==> src/rtl/pong_pkg.sv <==
// Shared constants for the Pong pixel renderer: object colours, background band
// thresholds and the hit-flash state encoding.
package pong_pkg;

    localparam logic [7:0] COL_BALL       = 8'hFF;
    localparam logic [7:0] COL_BALL_FLASH = 8'h00;
    localparam logic [7:0] COL_P1         = 8'hE0;
    localparam logic [7:0] COL_P2         = 8'h03;

    localparam int BG_X_RED   = 50;
    localparam int BG_X_GREEN = 100;
    localparam int BG_Y_B0    = 100;
    localparam int BG_Y_B1    = 200;
    localparam int BG_Y_B2    = 300;

    typedef enum logic {
        ST_IDLE  = 1'b0,
        ST_FLASH = 1'b1
    } flash_state_e;

    // Blue channel of the background: four horizontal bands, brightest at the top.
    function automatic logic [1:0] bg_blue(input int y);
        if (y < BG_Y_B0)      return 2'b11;
        else if (y < BG_Y_B1) return 2'b10;
        else if (y < BG_Y_B2) return 2'b01;
        else                  return 2'b00;
    endfunction

endpackage

==> src/rtl/pong_box_hit.sv <==
// Half-open box membership test; the box end is formed one bit wider than the
// coordinates so an object near the top of the coordinate range does not wrap.
module pong_box_hit #(
    parameter int COORD_W = 10,
    parameter int SIZE_X  = 10,
    parameter int SIZE_Y  = 10
) (
    input  logic [COORD_W-1:0] pix_x_i,
    input  logic [COORD_W-1:0] pix_y_i,
    input  logic [COORD_W-1:0] box_x_i,
    input  logic [COORD_W-1:0] box_y_i,
    output logic               hit_o
);

    logic [COORD_W:0] x_end;
    logic [COORD_W:0] y_end;

    assign x_end = {1'b0, box_x_i} + (COORD_W+1)'(SIZE_X);
    assign y_end = {1'b0, box_y_i} + (COORD_W+1)'(SIZE_Y);

    assign hit_o = (pix_x_i >= box_x_i) && ({1'b0, pix_x_i} < x_end) &&
                   (pix_y_i >= box_y_i) && ({1'b0, pix_y_i} < y_end);

endmodule

==> src/rtl/pong_pixel_renderer.sv <==
// Two-stage pixel renderer: per-frame shadowed object positions, box hit tests,
// priority colour mux and a frame-counted hit-flash state machine.
module pong_pixel_renderer
    import pong_pkg::*;
#(
    parameter int COORD_W      = 10,
    parameter int BALL_SIZE    = 10,
    parameter int PADDLE_W     = 10,
    parameter int PADDLE_H     = 60,
    parameter int FLASH_FRAMES = 30
) (
    input  logic               clk,
    input  logic               rst_n,
    input  logic               pix_valid,
    input  logic               frame_start,
    input  logic [COORD_W-1:0] xpixel,
    input  logic [COORD_W-1:0] ypixel,
    input  logic [COORD_W-1:0] ball_x,
    input  logic [COORD_W-1:0] ball_y,
    input  logic [COORD_W-1:0] paddle_one_x,
    input  logic [COORD_W-1:0] paddle_one_y,
    input  logic [COORD_W-1:0] paddle_two_x,
    input  logic [COORD_W-1:0] paddle_two_y,
    input  logic               hit_pulse,
    output logic [2:0]         red,
    output logic [2:0]         green,
    output logic [1:0]         blue,
    output logic               rgb_valid,
    output logic               flashing
);

    logic [COORD_W-1:0] ball_x_q, ball_y_q, p1_x_q, p1_y_q, p2_x_q, p2_y_q;
    logic               hit_ball, hit_p1, hit_p2;
    logic               in_ball_p1_q, in_p1_p1_q, in_p2_p1_q, vld_p1_q;
    logic               bg_r_p1_q, bg_g_p1_q;
    logic [1:0]         bg_b_p1_q;
    logic [7:0]         rgb_d, rgb_p2_q;
    logic               vld_p2_q;
    flash_state_e       state_q, state_d;
    logic [7:0]         cnt_q, cnt_d;

    always_ff @(posedge clk or negedge rst_n) begin
        if (!rst_n) begin
            ball_x_q <= '0;
            ball_y_q <= '0;
            p1_x_q   <= '0;
            p1_y_q   <= '0;
            p2_x_q   <= '0;
            p2_y_q   <= '0;
        end else if (frame_start) begin
            ball_x_q <= ball_x;
            ball_y_q <= ball_y;
            p1_x_q   <= paddle_one_x;
            p1_y_q   <= paddle_one_y;
            p2_x_q   <= paddle_two_x;
            p2_y_q   <= paddle_two_y;
        end
    end

    pong_box_hit #(.COORD_W(COORD_W), .SIZE_X(BALL_SIZE), .SIZE_Y(BALL_SIZE)) u_hit_ball (
        .pix_x_i(xpixel), .pix_y_i(ypixel), .box_x_i(ball_x_q), .box_y_i(ball_y_q), .hit_o(hit_ball)
    );
    pong_box_hit #(.COORD_W(COORD_W), .SIZE_X(PADDLE_W), .SIZE_Y(PADDLE_H)) u_hit_p1 (
        .pix_x_i(xpixel), .pix_y_i(ypixel), .box_x_i(p1_x_q), .box_y_i(p1_y_q), .hit_o(hit_p1)
    );
    pong_box_hit #(.COORD_W(COORD_W), .SIZE_X(PADDLE_W), .SIZE_Y(PADDLE_H)) u_hit_p2 (
        .pix_x_i(xpixel), .pix_y_i(ypixel), .box_x_i(p2_x_q), .box_y_i(p2_y_q), .hit_o(hit_p2)
    );

    // Stage 1: hit flags and background band selects
    always_ff @(posedge clk or negedge rst_n) begin
        if (!rst_n) begin
            in_ball_p1_q <= 1'b0;
            in_p1_p1_q   <= 1'b0;
            in_p2_p1_q   <= 1'b0;
            bg_r_p1_q    <= 1'b0;
            bg_g_p1_q    <= 1'b0;
            bg_b_p1_q    <= 2'b00;
            vld_p1_q     <= 1'b0;
        end else begin
            in_ball_p1_q <= hit_ball;
            in_p1_p1_q   <= hit_p1;
            in_p2_p1_q   <= hit_p2;
            bg_r_p1_q    <= int'(xpixel) < BG_X_RED;
            bg_g_p1_q    <= int'(xpixel) < BG_X_GREEN;
            bg_b_p1_q    <= bg_blue(int'(ypixel));
            vld_p1_q     <= pix_valid;
        end
    end

    // Stage 2: priority colour mux
    always_comb begin
        rgb_d = 8'h00;
        if (vld_p1_q) begin
            if (in_ball_p1_q)    rgb_d = flashing ? COL_BALL_FLASH : COL_BALL;
            else if (in_p1_p1_q) rgb_d = COL_P1;
            else if (in_p2_p1_q) rgb_d = COL_P2;
            else                 rgb_d = {bg_r_p1_q ? 3'b111 : 3'b001,
                                          bg_g_p1_q ? 3'b111 : 3'b100,
                                          bg_b_p1_q};
        end
    end

    always_ff @(posedge clk or negedge rst_n) begin
        if (!rst_n) begin
            rgb_p2_q <= 8'h00;
            vld_p2_q <= 1'b0;
        end else begin
            rgb_p2_q <= rgb_d;
            vld_p2_q <= vld_p1_q;
        end
    end

    assign red       = rgb_p2_q[7:5];
    assign green     = rgb_p2_q[4:2];
    assign blue      = rgb_p2_q[1:0];
    assign rgb_valid = vld_p2_q;

    always_ff @(posedge clk or negedge rst_n) begin
        if (!rst_n) begin
            state_q <= ST_IDLE;
            cnt_q   <= 8'd0;
        end else begin
            state_q <= state_d;
            cnt_q   <= cnt_d;
        end
    end

    // A hit always reloads the counter, so a coincident frame_start is not counted.
    always_comb begin
        state_d = state_q;
        cnt_d   = cnt_q;
        if (hit_pulse) begin
            state_d = ST_FLASH;
            cnt_d   = 8'(FLASH_FRAMES);
        end else if (state_q == ST_FLASH && frame_start) begin
            if (cnt_q == 8'd1) begin
                state_d = ST_IDLE;
                cnt_d   = 8'd0;
            end else begin
                cnt_d = cnt_q - 8'd1;
            end
        end
    end

    assign flashing = (state_q == ST_FLASH);

endmodule
==> config.mk <==
export PLATFORM = sky130hd
export DESIGN_NAME = pong_pixel_renderer
export DESIGN_NICKNAME = d
export VERILOG_FILES = /design/src/rtl/pong_pkg.sv /design/src/rtl/pong_box_hit.sv /design/src/rtl/pong_pixel_renderer.sv
export SDC_FILE = /design/constraint.sdc
export NUM_CORES = 1
export LEC_CHECK = 0
export CORE_ASPECT_RATIO = 0.9
export CORE_MARGIN = 4
export CORE_UTILIZATION = 33
export CTS_BUF_LIST = sky130_fd_sc_hd__clkbuf_8
export CTS_CLUSTER_DIAMETER = 50
export DETAILED_ROUTE_END_ITERATION = 8
export PLACE_DENSITY = 0.64
export SLEW_MARGIN = 20
export SYNTH_ARGS = -nofsm -noshare
export SYNTH_HDL_FRONTEND = slang
export SYNTH_SLANG_ARGS = --single-unit
==> constraint.sdc <==
create_clock -name clk -period 2.59 [get_ports clk]
set_clock_uncertainty 0.2 [all_clocks]
set_input_delay 0.518 -clock clk [delete_from_list [all_inputs] [get_ports clk]]
set_output_delay 0.518 -clock clk [all_outputs]
set_load 0.05 [all_outputs]
* After elaboration in Yosys (flattened, before gate mapping)
Index checks and enable logic that the tools add are counted.
Storage, ports and cells: logic and storage cells 71, output and inout bits 10, bits in registers 86, bits of input ports 85
Cells by class: add/subtract/negate cells 7, equality and inequality tests 1, reduce and logical (&&, ||, !) cells 13, multiplexer cells 16, $lt $le $gt $ge 17
Operator list (count):
- < comparator 10 x 11 -> 1 bit | 6
- 2-to-1 mux 8 bit | 8
- greater-or-equal comparator 10 bit | 6
- adder 10 x 4 -> 11 bit (second input constant) | 4
- adder 10 x 6 -> 11 bit (second input constant) | 2
- < comparator 10 x 7 -> 1 bit (second input constant) | 2
- logical AND 1 bit | 10
- < comparator 10 x 6 -> 1 bit (second input constant) | 1
- < comparator 10 x 8 -> 1 bit (second input constant) | 1
- < comparator 10 x 9 -> 1 bit (second input constant) | 1
- equality test 8 x 1 -> 1 bit (second input constant) | 1
- subtractor 8 x 1 -> 8 bit (second input constant) | 1
- 2-to-1 mux 2 bit | 3
- 2-to-1 mux 1 bit | 4
- nonzero test 2 bit | 2
- 2-to-1 mux 3 bit | 1
- AND reduction 2 bit | 1

* Longest topological paths before layout
Gate-level depths: netlist (run 1).
depth after elaboration 5, depth in mapped cells 12, mapped depth without buffers 12

* By module
From an unflattened synthesis (run 1), not the netlist that was laid out.
Second synthesis, totals: cell total of the unflattened synthesis 664, area, all modules 6681.4 um^2
By module, submodules not included:
- pong_pixel_renderer | instances 1, cells an instance 227, area an instance 3305.7 um^2, sequential area each 2102.0 um^2
- pong_box_hit at u_hit_ball | instances 1, cells an instance 147, area an instance 1174.9 um^2, sequential area each 0.0 um^2
- pong_box_hit at u_hit_p2 | instances 1, cells an instance 147, area an instance 1103.6 um^2, sequential area each 0.0 um^2
- pong_box_hit at u_hit_p1 | instances 1, cells an instance 143, area an instance 1097.3 um^2, sequential area each 0.0 um^2

* Worst setup path before layout (run 1)
No wires, ideal clock.
kind register to register, start point register ball_x_q[1], end point register in_ball_p1_q, period minus slack after synthesis 2362 ps, arrival 2057 ps, path buffers 0, setup time 105 ps, setup slack 228 ps, stages on the path, launching flop included 12, required time 2285 ps, cells stage by stage dfrtp_1 -> inv_1 -> o21ai_0 -> and3_1 -> xnor2_1 -> ha_1 -> a21o_1 -> a21oi_1 -> a31oi_1 -> a221oi_1 -> nand2_1 -> nor4b_1
On the way: word-level cells in the longest chain between the ends 5, elaborated cells between the ends (all ways) 6, those cells by class add/sub: 1; order compare: 2; reduce/logical: 3
Ends and longest elaborated chain:
- start: declaration | RTL line pong_pixel_renderer.sv:32 | logic [COORD_W-1:0] ball_x_q, ball_y_q, p1_x_q, p1_y_q, p2_x_q, p2_y_q;
- start signal: assignment | RTL line pong_pixel_renderer.sv:51 | ball_x_q <= ball_x;
- adder 10 x 4 -> 11 bit | RTL line pong_box_hit.sv:18 | assign x_end = {1'b0, box_x_i} + (COORD_W+1)'(SIZE_X);
- < comparator 10 x 11 -> 1 bit | RTL line pong_box_hit.sv:21 | assign hit_o = (pix_x_i >= box_x_i) && ({1'b0, pix_x_i} < x_end) &&
- logical AND 1 bit (*) (2 in series) | RTL line pong_box_hit.sv:21
- logical AND 1 bit (*) | RTL line pong_box_hit.sv:22 | (pix_y_i >= box_y_i) && ({1'b0, pix_y_i} < y_end);
- via hit_ball | RTL line pong_pixel_renderer.sv:33 | logic hit_ball, hit_p1, hit_p2;
- end signal: assignment | RTL line pong_pixel_renderer.sv:81 | in_ball_p1_q <= hit_ball;
- end: declaration | RTL line pong_pixel_renderer.sv:34 | logic in_ball_p1_q, in_p1_p1_q, in_p2_p1_q, vld_p1_q;
Mark *: on every way through the listed nets, which the timed path passes. The rest lies on a longest branch. A chain may end at the register's enable or synchronous reset.

* Worst setup path in the final report (run 1)
start point register p1_y_q[2], end point register in_p1_p1_q
On the way: word-level cells in the longest chain between the ends 3, elaborated cells between the ends (all ways) 5, those cells by class add/sub: 1; order compare: 2; reduce/logical: 2
Ends and longest elaborated chain:
- start: declaration | RTL line pong_pixel_renderer.sv:32
- start signal: assignment | RTL line pong_pixel_renderer.sv:54 | p1_y_q <= paddle_one_y;
- adder 10 x 6 -> 11 bit or greater-or-equal comparator 10 bit (tied branches) | RTL line pong_box_hit.sv:19, pong_box_hit.sv:22
- < comparator 10 x 11 -> 1 bit or logical AND 1 bit (tied branches) | RTL line pong_box_hit.sv:22, pong_box_hit.sv:21
- logical AND 1 bit (*) | RTL line pong_box_hit.sv:22
- via hit_p1 | RTL line pong_pixel_renderer.sv:33
- end signal: assignment | RTL line pong_pixel_renderer.sv:82 | in_p1_p1_q <= hit_p1;
- end: declaration | RTL line pong_pixel_renderer.sv:34
Marked as above.

==> results.cfg, run 1 <==
[power]
switching_share_pct = 34.3
power_switching_mw = 1.26
leakagePower_nw = 3.74
vdd_drop_max_v = 0.000232
p_seq_share_pct = 41.0
combPwrFrac_pct = 35.2
p_clk_share_pct = 23.8
powerDensity_nw_per_um2 = 446
p_int_mw = 2.40

[routing]
ant_nets = 0
drt-vias-per-instance = 4.91
drtIter0Drc = 302
post_drt_wl_per_cell_um = 14.6
drt-total-wl_um = 16000
drc = 0
num_vias = 5388
dr.pass1.iters = 7

[global_route]
grt_max_degree = 118
grt.overflow.total = 0
antenna_found_initial = 0
grt_pass1_wl_um = 27000
first_global_vias = 5407
grt_usage_pct = 15.3

[logic_synthesis]
syn_avg_cell_area_um2 = 9.05
synth_edf_count = 0
synthDistinctLibCells = 54
yosysWarnings = 0
synth-main-ff-cell = dfrtp_1
yosys.area.top_type_share_pct = 32.9
ys_seq_area_share_pct = 32.9
post-synth-top-count-cell = ha_1
yosys_register_bits = 84
synthTopCellsByCount = 120 x ha_1, 89 x o21ai_0, 84 x dfrtp_1
yosys.area.top_type = dfrtp_1
synth_nets = 911
syn-instance-count = 706
syn_area_um2 = 6390
netlist_top_cells_area = dfrtp_1 33%, ha_1 23%, o21ai_0 7.0%, xnor2_1 4.9%, nand2_1 4.4%
async_flop_share_pct = 100

[die]
ios = 95
initial_core_util_pct = 33.5
die_w_um = 155
die_area_um2 = 21700
core_area_um2 = 19100
die_h_um = 140
rows = 48

[worst_hold_path]
hp-class = flop to flop
whs_path_depth = 0
hold_start = vld_p1_q
min_to = rgb_valid

[cells_and_area]
n_antenna_cell = 0
final_nets = 1048
layout-drive-gt1-share_pct = 11.1
area_delta_synth_final_pct = 28.3

[worst_setup_path]
r2r_setup_slack_ns = 0.11
critPathKind = flop to flop
regToRegStartpoint = p1_y_q[2]
r2r_cells = 10
cp_slowest_stage_delay_ns = 0.40
r2r_end = in_p1_p1_q
crit_fanout = 2
start_kind = flop
worst_ep_required_time_ns = 2.67
cp_slowest_cell = dfrtp_1
cpMostUsedCell = nand2_1
cp.arrival_ns = 2.56
path_cells = buf_4 -> nor3_2 -> nand2_1 -> nand2_1 -> xnor2_1 -> ha_1 -> nand4_1 -> o41ai_1 -> a21oi_1 -> and4b_1
cp-end-kind = flop

[clock_tree]
cts_root_buffer = clkbuf_8
clk_latency_ns = 0.38
clockBufferDepth = 2
cts_buffers = 9
cts.sinks = 84
htreeDepth = 3
path_clk_slew_ns = 0.09
cts_tree = done

[sta]
rsz0062_at_grt = true
maxSlewViolCount = 0
fin_hold_ws_ns = 0.191
fin_crit_ns = 2.48
worst_slew_pin_slew_ns = 0.500
setup_tns_ns = 0
hold_viol = 0
finalSetupViolCount = 0
period_share_pct = 95.9
slew-limit-headroom_pct = 66.6
max_freq_ghz = 0.403

[placement]
place_congestion = 0.833
port_buffers = 94
dp_hpwl_um = 12600

[run_status]
status = completed

[flow_run]
drv_cap = 0
==> registers in the layout, indices dropped and copies added (netlist names), 2 cells and up <==
name and count:
rgb_p2_q 6, ball_x_q 10, cnt_q 8, p1_x_q 10
bg_b_p1_q 2, p2_y_q 10, p2_x_q 10, p1_y_q 10
ball_y_q 10
==> per-layer routing <==
metal | vias to the layer above | global-route usage [%] | wire [µm] | part of all wire, %
met5 | - | 0 | 0 | 0
met4 | 0 | 2.79 | 132 | 0.82
met3 | 12 | 4.20 | 884 | 5.5
met2 | 105 | 24.3 | 7160 | 45
met1 | 2496 | 21.3 | 7870 | 49
li1 | 2775 | - | - | -
==> worst max-delay path by stage <==
stage               slack [ns]      endpoint  depth (start not counted)        start
floorplan                 0.23  in_ball_p1_q                         11  ball_x_q[1]
global placement         -0.37    in_p2_p1_q                         10    xpixel[0]
detailed placement       -0.32    in_p2_p1_q                         10    xpixel[0]
CTS                      0.004  in_ball_p1_q                         11  ball_x_q[2]
global route             -0.08  in_ball_p1_q                         10  ball_x_q[6]
finish                    0.11    in_p1_p1_q                         10    p1_y_q[2]
==> power by group through the flow <==
| stage | Clock [mW] | Combinational, mW | Sequential [mW] |
|---|---|---|---|
| after global routing | 0.968 | 1.48 | 1.52 |
| after global placement | 0 | 1.23 | 1.52 |
| after floorplan | 0 | 0.733 | 1.54 |
| after CTS | 0.915 | 1.27 | 1.50 |
| final | 0.869 | 1.29 | 1.50 |
| after detailed placement | 0 | 1.25 | 1.53 |
==> critical path, delay by kind of cell (launching register included) <==
kind / cells / cell delay, ns
flops: 1 / 0.40
xor+xnor: 1 / 0.07
fa+ha+maj: 1 / 0.29
compound gates: 2 / 0.52
buf+inv: 1 / 0.15
simple gates: 5 / 0.76
==> metrics by stage <==
stage	power, mW	cells	instance area [µm²]	setup WS [ns]	util, %
floorplan	2.28	706	6390	0.228	-
global placement	2.75	1076	7910	-0.372	41.4
detailed placement	2.78	1076	7910	-0.323	41.4
CTS	3.68	1093	8090	0.00374	42.4
global route	3.96	1098	8200	-0.0763	42.9
finish	3.66	1098	8200	0.107	42.9
==> placed cells by master, fill, tap and decap left out, types with 3 or more instances in the layout <==
cell	count
a2111oi_0	5
a211oi_1	7
a21o_1	9
a21oi_1	40
a31oi_1	4
buf_4	47
clkbuf_8	10
clkdlybuf4s50_1	92
dfrtp_1	84
ha_1	119
inv_1	70
inv_2	4
mux2_2	6
nand2_1	75
nand2b_1	7
nand3_1	16
nand4_1	5
nor2_1	22
nor2b_1	4
nor3_1	15
nor3_2	3
o2111ai_1	4
o211ai_1	6
o21a_1	9
o21ai_0	85
o311a_1	3
o31a_1	3
o31ai_1	3
or3_1	7
xnor2_1	35
xor2_1	4
==> area by class of cell <==
type	count	area, µm²
multi-input combinational	534	4020
clock inverter	6	32.5
timing repair buffer	142	1320
tap	250	313
clock buffer	10	138
inverter	72	270
sequential	84	2100
fill	1898	10900
==> cells by family (layout without fill, tap and decap cells) <==
kind of cell	after synthesis	after routing	synth area share [%]
AO/OA/AOI/OAI	196	196	18.5
AND/OR/NAND/NOR	172	172	13.2
multiplexers	6	6	1.06
XOR/XNOR	40	40	5.48
buffers and inverters	88	230	5.31
adder cells (fa/ha/maj)	120	120	23.5
flip-flops	84	84	32.9
==> timing repair <==
item	CTS	global route
resized for setup	1	21
endpoints found under the hold margin	49	0
pin swaps	0	7
setup buffers	0	5
hold buffers	1	0
setup endpoints to repair	1	3
Note: power is estimated with default switching activity, not from simulation.
==> run 2, diff against run 1 <==
--- a/config.mk
+++ b/config.mk
@@ -11,8 +11,10 @@
 export CTS_BUF_LIST = sky130_fd_sc_hd__clkbuf_8
 export CTS_CLUSTER_DIAMETER = 50
 export DETAILED_ROUTE_END_ITERATION = 8
-export PLACE_DENSITY = 0.64
+export DONT_BUFFER_PORTS = 1
+export PLACE_DENSITY = 0.58
 export SLEW_MARGIN = 20
 export SYNTH_ARGS = -nofsm -noshare
 export SYNTH_HDL_FRONTEND = slang
+export SYNTH_HIERARCHICAL = 1
 export SYNTH_SLANG_ARGS = --single-unit
==> run 2 against run 1 <==
Effect of this change: the run now ends with hold timing left; area after synthesis grew 4.6%; first-iteration DRC count fell by 56%; global-route usage is 1.2 points lower; clock power grew 7.0%; die area grew 4.3%; sequential power grew 5%.
==> results.cfg, run 2 <==
[logic_synthesis]
yosys.area.top_type_share_pct = 31.5
synth_edf_count = 0
synth_nets = 869
synthTopCellsByCount = 120 x ha_1, 84 x dfrtp_1, 71 x inv_1
netlist_top_cells_area = dfrtp_1 31%, ha_1 22%, mux2_2 10%, xnor2_1 4.7%, inv_1 4.0%
yosysWarnings = 6
syn-instance-count = 664
post-synth-top-count-cell = ha_1
async_flop_share_pct = 100
synth-main-ff-cell = dfrtp_1
syn_area_um2 = 6680
synthDistinctLibCells = 61
syn_avg_cell_area_um2 = 10.1
yosys.area.top_type = dfrtp_1
yosys_register_bits = 84
ys_seq_area_share_pct = 31.5

[clock_tree]
clockBufferDepth = 2
clk_latency_ns = 0.37
cts_buffers = 9
cts.sinks = 84
path_clk_slew_ns = 0.09
cts_tree = done
htreeDepth = 3
cts_root_buffer = clkbuf_8

[sta]
hold_viol = 84
fin_crit_ns = 2.49
max_freq_ghz = 0.401
worst_slew_pin_slew_ns = 0.690
fin_hold_ws_ns = -0.356
maxSlewViolCount = 0
slew-limit-headroom_pct = 53.4
rsz0062_at_grt = true
finalSetupViolCount = 0
period_share_pct = 96.3

[worst_setup_path]
r2r_cells = 10
crit_fanout = 4
r2r_end = in_p1_p1_q
regToRegStartpoint = p1_x_q[2]
r2r_setup_slack_ns = 0.1
crit_start = p1_x_q[2]
cp.arrival_ns = 2.57
cp_slowest_cell = or4_1
path_cells = ha_2 -> nor2_1 -> or4_1 -> xnor2_1 -> ha_1 -> a21o_1 -> a21oi_2 -> a21oi_1 -> a21boi_1 -> nor4_2
worst_ep_required_time_ns = 2.66
cp-end-kind = flop
cp_slowest_stage_delay_ns = 0.42
critPathKind = flop to flop
start_kind = flop

[routing]
drt-total-wl_um = 15600
drt-vias-per-instance = 5.09
ant_nets = 0
post_drt_wl_per_cell_um = 16.4
dr.pass1.iters = 4
drtIter0Drc = 133
drc = 0
num_vias = 4848

[placement]
port_buffers = 0
dp_hpwl_um = 12000
place_congestion = 0.807

[global_route]
antenna_found_initial = 0
met2_usage_pct = 22.6
first_global_vias = 4852
grt_max_degree = 85
grtUsageMet3_pct = 4.52
grt-busiest-layer = met2
grt_use_met1_pct = 18.8
grt.overflow.total = 0
grt_usage_pct = 14.1
grt_pass1_wl_um = 25200

[die]
die_area_um2 = 22600
die_w_um = 158
rows = 49
initial_core_util_pct = 33.5
ios = 95
core_area_um2 = 19900
die_h_um = 143

[cells_and_area]
final_nets = 897
final_common_cell = ha_1
area_delta_synth_final_pct = 10.7
final_cell_mix = 116 x ha_1, 83 x dfrtp_1, 70 x inv_1
n_antenna_cell = 0
layout-drive-gt1-share_pct = 18.4

[power]
p_total_mw = 3.70
vdd_drop_max_v = 0.000281
powerDensity_nw_per_um2 = 500
leakagePower_nw = 3.42

[worst_hold_path]
hp-class = input port to asynchronous set/reset pin

[run_status]
violations = hold timing
status = finished, violations left

[flow_run]
drv_cap = 0
## run 2: area by class of cell
cell class	count	area, µm²
clock buffer	9	124
inverter	74	278
tap	255	319
fill	2026	12500
multi-input combinational	495	4290
timing repair buffer	28	223
sequential	84	2100
clock inverter	7	60.1
## run 2: per-stage QoR
step	util [%]	worst slack [ns]	cells	area (µm²)	setup TNS, ns
6_report	37.1	0.0950	952	7390	0
5_1_grt	37.1	-0.114	952	7390	-0.131
4_1_cts	36.6	0.0201	947	7300	0
3_5_place_dp	35.5	-0.0996	927	7070	-0.0996
3_3_place_gp	35.5	-0.00574	927	7070	-0.00574
2_1_floorplan	-	0.0297	664	6680	0
## run 2: kinds of logic (layout without fill, tap and decap cells)
group	after synthesis	in the layout	synth area share (%)
flip-flops	84	84	31.5
XOR/XNOR	40	40	5.24
multiplexers	64	64	10.7
AO/OA/AOI/OAI	143	143	14.0
adder cells (fa/ha/maj)	120	120	22.5
buffers and inverters	85	118	5.22
AND/OR/NAND/NOR	128	128	10.9
## run 2: worst max-delay path: cells and delay by family, from the launching register on
kind	cells	cell delay, ns
compound gates	4	0.53
flops	1	0.39
fa+ha+maj	2	0.39
xor+xnor	1	0.15
simple gates	3	0.75
## run 2: how the worst max path moves through the flow
| stage | end | slack [ns] | depth (start not counted) |
|---|---|---|---|
| after floorplan | in_p1_p1_q | 0.03 | 10 |
| after global placement | in_p1_p1_q | -0.006 | 10 |
| after detailed placement | in_p1_p1_q | -0.1 | 10 |
| after CTS | in_p1_p1_q | 0.02 | 10 |
| after global routing | in_p1_p1_q | -0.11 | 9 |
| final | in_p1_p1_q | 0.1 | 10 |
## run 2: repair_timing
item | 4_1_cts | 5_1_grt
setup endpoints to repair | 1 | 3
hold buffers | 4 | 1
pin swaps | 1 | 5
hold endpoints to repair | 91 | 85
gates resized for setup | 1 | 18
buffers inserted | 0 | 4
## run 2: routing by layer
metal	routed length (µm)	share of wire (%)
met5	0	0
met4	143	0.92
met3	858	5.5
met2	7020	45
met1	7560	49
## run 2: report_power, final
group / total (mW) / switching [mW] / internal (mW)
logic: 1.19 / 0.589 / 0.604
registers: 1.58 / 0.146 / 1.43
clock network: 0.930 / 0.496 / 0.434
